## src/rtl/spi_ip_req_arbiter.sv

```systemverilog
// spi_ip_req_arbiter: round-robin sharing of one SPI master core's TX/RX buffers between requesters, with burst watchdog.
module spi_ip_req_arbiter #(
  parameter int NUM_REQ    = 4,
  parameter int DATA_WIDTH = 8,
  parameter int LEN_WIDTH  = 4,
  parameter int TIMEOUT    = 1023
) (
  input  logic                            arb_clk_i,
  input  logic                            arb_rst_i,
  input  logic [NUM_REQ-1:0]              arb_req_i,
  input  logic [NUM_REQ*LEN_WIDTH-1:0]    arb_len_i,
  input  logic [NUM_REQ*DATA_WIDTH-1:0]   arb_tx_data_i,
  output logic [NUM_REQ-1:0]              arb_tx_ack_o,
  output logic [DATA_WIDTH-1:0]           arb_rx_data_o,
  output logic [NUM_REQ-1:0]              arb_rx_valid_o,
  output logic [NUM_REQ-1:0]              arb_done_o,
  output logic [NUM_REQ-1:0]              arb_err_o,
  output logic [NUM_REQ-1:0]              arb_grant_o,
  output logic                            arb_spi_en_o,
  input  logic                            arb_txe_flag_i,
  output logic                            arb_tx_wr_o,
  output logic [DATA_WIDTH-1:0]           arb_tx_data_o,
  input  logic                            arb_rxne_flag_i,
  output logic                            arb_rx_rd_o,
  input  logic [DATA_WIDTH-1:0]           arb_rx_data_i,
  input  logic                            arb_busy_i
);
  localparam int IW = $clog2(NUM_REQ);
  localparam int WW = $clog2(TIMEOUT + 1);
  typedef enum logic [2:0] {IDLE, GRANT, LOAD, WAIT_RX, DRAIN, RELEASE} state_t;
  state_t state;
  logic [IW-1:0] ptr, gidx, pick, idx;
  logic [LEN_WIDTH-1:0] cnt;
  logic [WW-1:0] wdog;
  logic [NUM_REQ-1:0] g_onehot;
  logic aborted, waiting, timeout;
  // circular scan: the lowest offset from ptr with a request wins
  always_comb begin
    pick = ptr;
    idx = '0;
    for (int i = NUM_REQ - 1; i >= 0; i--) begin
      idx = IW'((int'(ptr) + i) % NUM_REQ);
      if (arb_req_i[idx]) pick = idx;
    end
  end
  // the watchdog abort takes priority over any flag seen in the same cycle
  always_comb begin
    g_onehot = NUM_REQ'(1) << gidx;
    waiting = state inside {LOAD, WAIT_RX, DRAIN};
    timeout = waiting && wdog == WW'(TIMEOUT - 1);
    arb_tx_wr_o = state == LOAD && arb_txe_flag_i && !timeout;
    arb_rx_rd_o = state == WAIT_RX && arb_rxne_flag_i && !timeout;
    arb_tx_data_o = arb_tx_wr_o ? arb_tx_data_i[int'(gidx)*DATA_WIDTH +: DATA_WIDTH] : '0;
    arb_tx_ack_o = arb_tx_wr_o ? g_onehot : '0;
    arb_done_o = state == RELEASE ? g_onehot : '0;
    arb_err_o = state == RELEASE && aborted ? g_onehot : '0;
  end
  always_ff @(posedge arb_clk_i) begin
    if (arb_rst_i) begin
      state <= IDLE;
      ptr <= '0;
      gidx <= '0;
      cnt <= '0;
      wdog <= '0;
      aborted <= 1'b0;
      arb_grant_o <= '0;
      arb_spi_en_o <= 1'b0;
      arb_rx_data_o <= '0;
      arb_rx_valid_o <= '0;
    end else begin
      arb_rx_valid_o <= '0;
      wdog <= waiting ? wdog + 1'b1 : '0;
      if (timeout) begin
        state <= RELEASE;
        aborted <= 1'b1;
        arb_grant_o <= '0;
        arb_spi_en_o <= 1'b0;
        wdog <= '0;
      end else begin
        case (state)
          IDLE: if (|arb_req_i) begin
            gidx <= pick;
            arb_grant_o <= NUM_REQ'(1) << pick;
            arb_spi_en_o <= 1'b1;
            cnt <= arb_len_i[int'(pick)*LEN_WIDTH +: LEN_WIDTH];
            aborted <= 1'b0;
            state <= GRANT;
          end
          GRANT: state <= LOAD;
          LOAD: if (arb_txe_flag_i) begin
            state <= WAIT_RX;
            wdog <= '0;
          end
          WAIT_RX: if (arb_rxne_flag_i) begin
            arb_rx_data_o <= arb_rx_data_i;
            arb_rx_valid_o <= g_onehot;
            wdog <= '0;
            state <= cnt == '0 ? DRAIN : LOAD;
            if (cnt != '0) cnt <= cnt - 1'b1;
          end
          DRAIN: if (!arb_busy_i && !arb_rxne_flag_i) begin
            state <= RELEASE;
            arb_grant_o <= '0;
            arb_spi_en_o <= 1'b0;
            wdog <= '0;
          end
          RELEASE: begin
            ptr <= gidx == IW'(NUM_REQ - 1) ? '0 : gidx + 1'b1;
            state <= IDLE;
          end
          default: state <= IDLE;
        endcase
      end
    end
  end
endmodule

```

## config.mk

```make
export PLATFORM = sky130hd
export DESIGN_NAME = spi_ip_req_arbiter
export DESIGN_NICKNAME = d
export VERILOG_FILES = /design/src/rtl/spi_ip_req_arbiter.sv
export SDC_FILE = /design/constraint.sdc
export NUM_CORES = 1
export LEC_CHECK = 0
export ABC_AREA = 1
export BUFFER_PORTS_ARGS = -buffer_cell sky130_fd_sc_hd__buf_2
export CAP_MARGIN = 20
export CORE_ASPECT_RATIO = 1.5
export CORE_MARGIN = 2
export CORE_UTILIZATION = 49
export CTS_CLUSTER_SIZE = 30
export DETAILED_ROUTE_END_ITERATION = 6
export GPL_ROUTABILITY_DRIVEN = 0
export PLACE_DENSITY = 0.81
export SETUP_SLACK_MARGIN = 0.05
export SYNTH_ARGS = -nofsm -noshare
export SYNTH_HDL_FRONTEND = slang
export SYNTH_SLANG_ARGS = --single-unit
export TNS_END_PERCENT = 20
```

## constraint.sdc

```tcl
create_clock -name arb_clk_i -period 1.8 [get_ports arb_clk_i]
set_input_delay 0.27 -clock arb_clk_i [delete_from_list [all_inputs] [get_ports arb_clk_i]]
set_output_delay 0.27 -clock arb_clk_i [all_outputs]
set_load 0.05 [all_outputs]
```

==> impl_results.md <==
* Outcome: finished, violations left
* Failing checks: setup timing
* Hold_buf cts at 0
* Min Tclk post-route at just over 2000 ps
* N_diodes at 0
* Global-route wire length before repair at 13.0 mm
* Via Count at between 3000 and 4000
* Clk sinks at 39
* Max-slew headroom at 69.8%
* Inserted Clock Buffers at 5
* Unique masters post-synth at 34
* HPWL Detailed at between 5 and 6 mm
* Placed inst area at 0.00351 sq mm
* CTS root buf: clkbuf_8
* Fin. max-slew vios at 0
* Hold path cells at 3
* Setup TNS at -3680 ps
* Reg clk slew, reported paths at about 80 ps
* Hold Path Sink: arb_rx_data_o[0]$_SDFFE_PP0P_
* Top FF cell, synth: dfxtp_1
* Pin count of the biggest net entering global routing at 19
* R2r setup slk at approximately 30 ps
* Post-Layout Inst Area at 0.00383 sq mm
* Mapped Area at 0.00253 sq mm
* CP max FO at 5
* GRT Total Usage at 27.7%
* Final Power at 4.50 mW
* CTS tree: done
* WL/cell at 13.4 um
* Worst setup SP type: flip-flop
* Flops & latches, synth at 39
* Total Wirelength at just over 8 mm
* Number of synthesized flops with an enable pin at 0
* Post-Layout Cell Count at about 600
* Final Hold Violating Endpoints at 0
* Pwr Density at around 1200 mW/mm^2
* Commonest non-fill, non-tap cells in the layout: buf_2, nor2_1, nand2_1, inv_1, dfxtp_1
* Core Region at 0.00504 sq mm
* Final ANT Viol Nets at 0
* Worst min path class: in2reg
* Die Wd at roughly 63 um
* Detailed Route Iter0 Violations at 146
* Worst r2r src: state[2]$_SDFFE_PP0P_
* Ys Warns at 0
* R2R Path End: cnt[2]$_SDFFE_PP0P_
* Clock Path Buffers at 2
* Clk_lat worst skew at 290 ps
* Vert. Die Dim at ~90 um
* Unrepaired setup endpoints after global routing: true
* Num rows at 32
* # IOs at 104
* Final net count at around 600
* CP Capture Type: primary output
* Final worst slack at -273 ps
* Sequential element share of the synthesized area at 30.9%
* H-Tree Depth at 2
* Slew @ Worst Pin at 448 ps
* Setup slack at placement at -69.1 ps
* Share of flip-flops with an asynchronous set or reset at 0%
* Pre-antenna DRT Iters at 5
* Worst VDD drop at ~950 uV
* Hold slack at ~220 ps
* WP data arrival at 1800 ps
* DIE AREA at 0.00576 sq mm
* Total grt overflow at 0
* Cell count after synthesis at 403
* Commonest non-fill, non-tap cell in the layout: buf_2
* Peak Freq at 482 MHz
* Max cap viols at 0
* Setup violators final at 22
* Post-Syn Area per Cell at 6.27 sq um
* Initial Utilization at 50.1%
* Req. time, crit path at 1530 ps
* # placed instances at 592
* Buffers added on ports at ~100
* FF-to-FF path depth at 11
* Number of global-route vias before repair at a little over 3000
* Final Skew at 7.86 ps
* Share of cells above drive strength 1 at 40.8%
* Tcrit/Tclk final at 115%
* Crit path kind: reg2out
* Util after Layout at 75.9%
* DRC at 0
* Area grow syn2layout at 51.7%
* LEAKAGE at 1.86 nW
* Initial antenna violation count at 0
* HP Start: arb_rx_data_i[0]
* Vias per std cell at 5.07
* Net Count, Synth at 475
how the worst max path moves through the flow:
stage                            start  cells past startpoint          endpoint
floorplan           wdog[0]$_SDFF_PP0_                     11       arb_tx_wr_o
global placement    wdog[6]$_SDFF_PP0_                     10  arb_tx_data_o[0]
detailed placement  wdog[0]$_SDFF_PP0_                     12  arb_tx_data_o[0]
CTS                 wdog[0]$_SDFF_PP0_                     12  arb_tx_data_o[5]
global route        wdog[0]$_SDFF_PP0_                     12  arb_tx_data_o[6]
finish              wdog[0]$_SDFF_PP0_                     12  arb_tx_data_o[6]
critical path: stages (launching register included):
cell and delay, ps:
dfxtp_2 330, inv_2 40, ha_4 150, nand3_4 60, nor2_2 40, and2_4 160
inv_4 50, nor2_4 30, inv_4 60, nand3_4 120, buf_12 180, a21oi_4 110
buf_6 170
registers in the layout, summed over array words and instances, names as in the netlist:
register and flops:
arb_grant_o 4, arb_rx_valid_o 4, wdog 10, aborted 1, gidx 2, cnt 4
arb_rx_data_o 8, arb_spi_en_o 1, ptr 2, state 3
kinds of logic (layout without fill, tap and decap cells):
logic type      after synthesis  in the layout  synth area share [%]
flops                        39             39                  30.9
fa+ha+maj                     7              7                  3.47
simple gates                217            217                  37.0
buf+inv                      67            198                  10.9
compound gates               68             68                  15.9
xor+xnor                      5              5                  1.73
synthesized netlist by cell type, types with 2 or more instances:
cell type  count  share of area (%)
nor3_1         5               0.99
clkbuf_1       5               0.74
dfxtp_1       39                 31
inv_1         49                7.3
nand2_1       70                 10
nor3b_1        2               0.59
a31oi_1        4               0.99
nand3_2        3                1.2
inv_2          6               0.89
nand2_2       15                3.7
a21oi_1       25                5.0
buf_4          2               0.59
a21oi_2        4                1.4
nor2_1        94                 14
a211oi_1       3               0.89
o21ai_0       30                5.9
nand3_1       21                4.2
xor2_1         4                1.4
ha_1           7                3.5
final cells by class:
type / instances / area, sq um
Multi-Input combinational cell: 297 / 1710
Tap cell: 68 / 85.1
Clock inverter: 2 / 37.5
Sequential cell: 39 / 785
Inverter: 58 / 238
Clock buffer: 5 / 68.8
Timing Repair Buffer: 133 / 905
Fill cell: 381 / 1210
repair_timing:
item	CTS	global route
pin swaps	3	2
setup buffers	2	1
endpoints found under the setup margin	29	57
cloned	0	0
gates resized for setup	34	32
power breakdown:
part | internal (mW) | switching [mW]
sequential | 1.01 | 0.119
combinational | 0.925 | 1.73
clock | 0.405 | 0.306
total | 2.34 | 2.16
metal layers:
layer  GRT usage [%]  up-vias  part of all wire (%)
li1                -     1527                     -
met1            26.6     1396                    36
met2            55.7      111                    56
met3            5.64       19                   5.7
met4            11.3        0                   2.3
met5               0        -                     0
No activity file was read; power rests on OpenSTA's default activity.
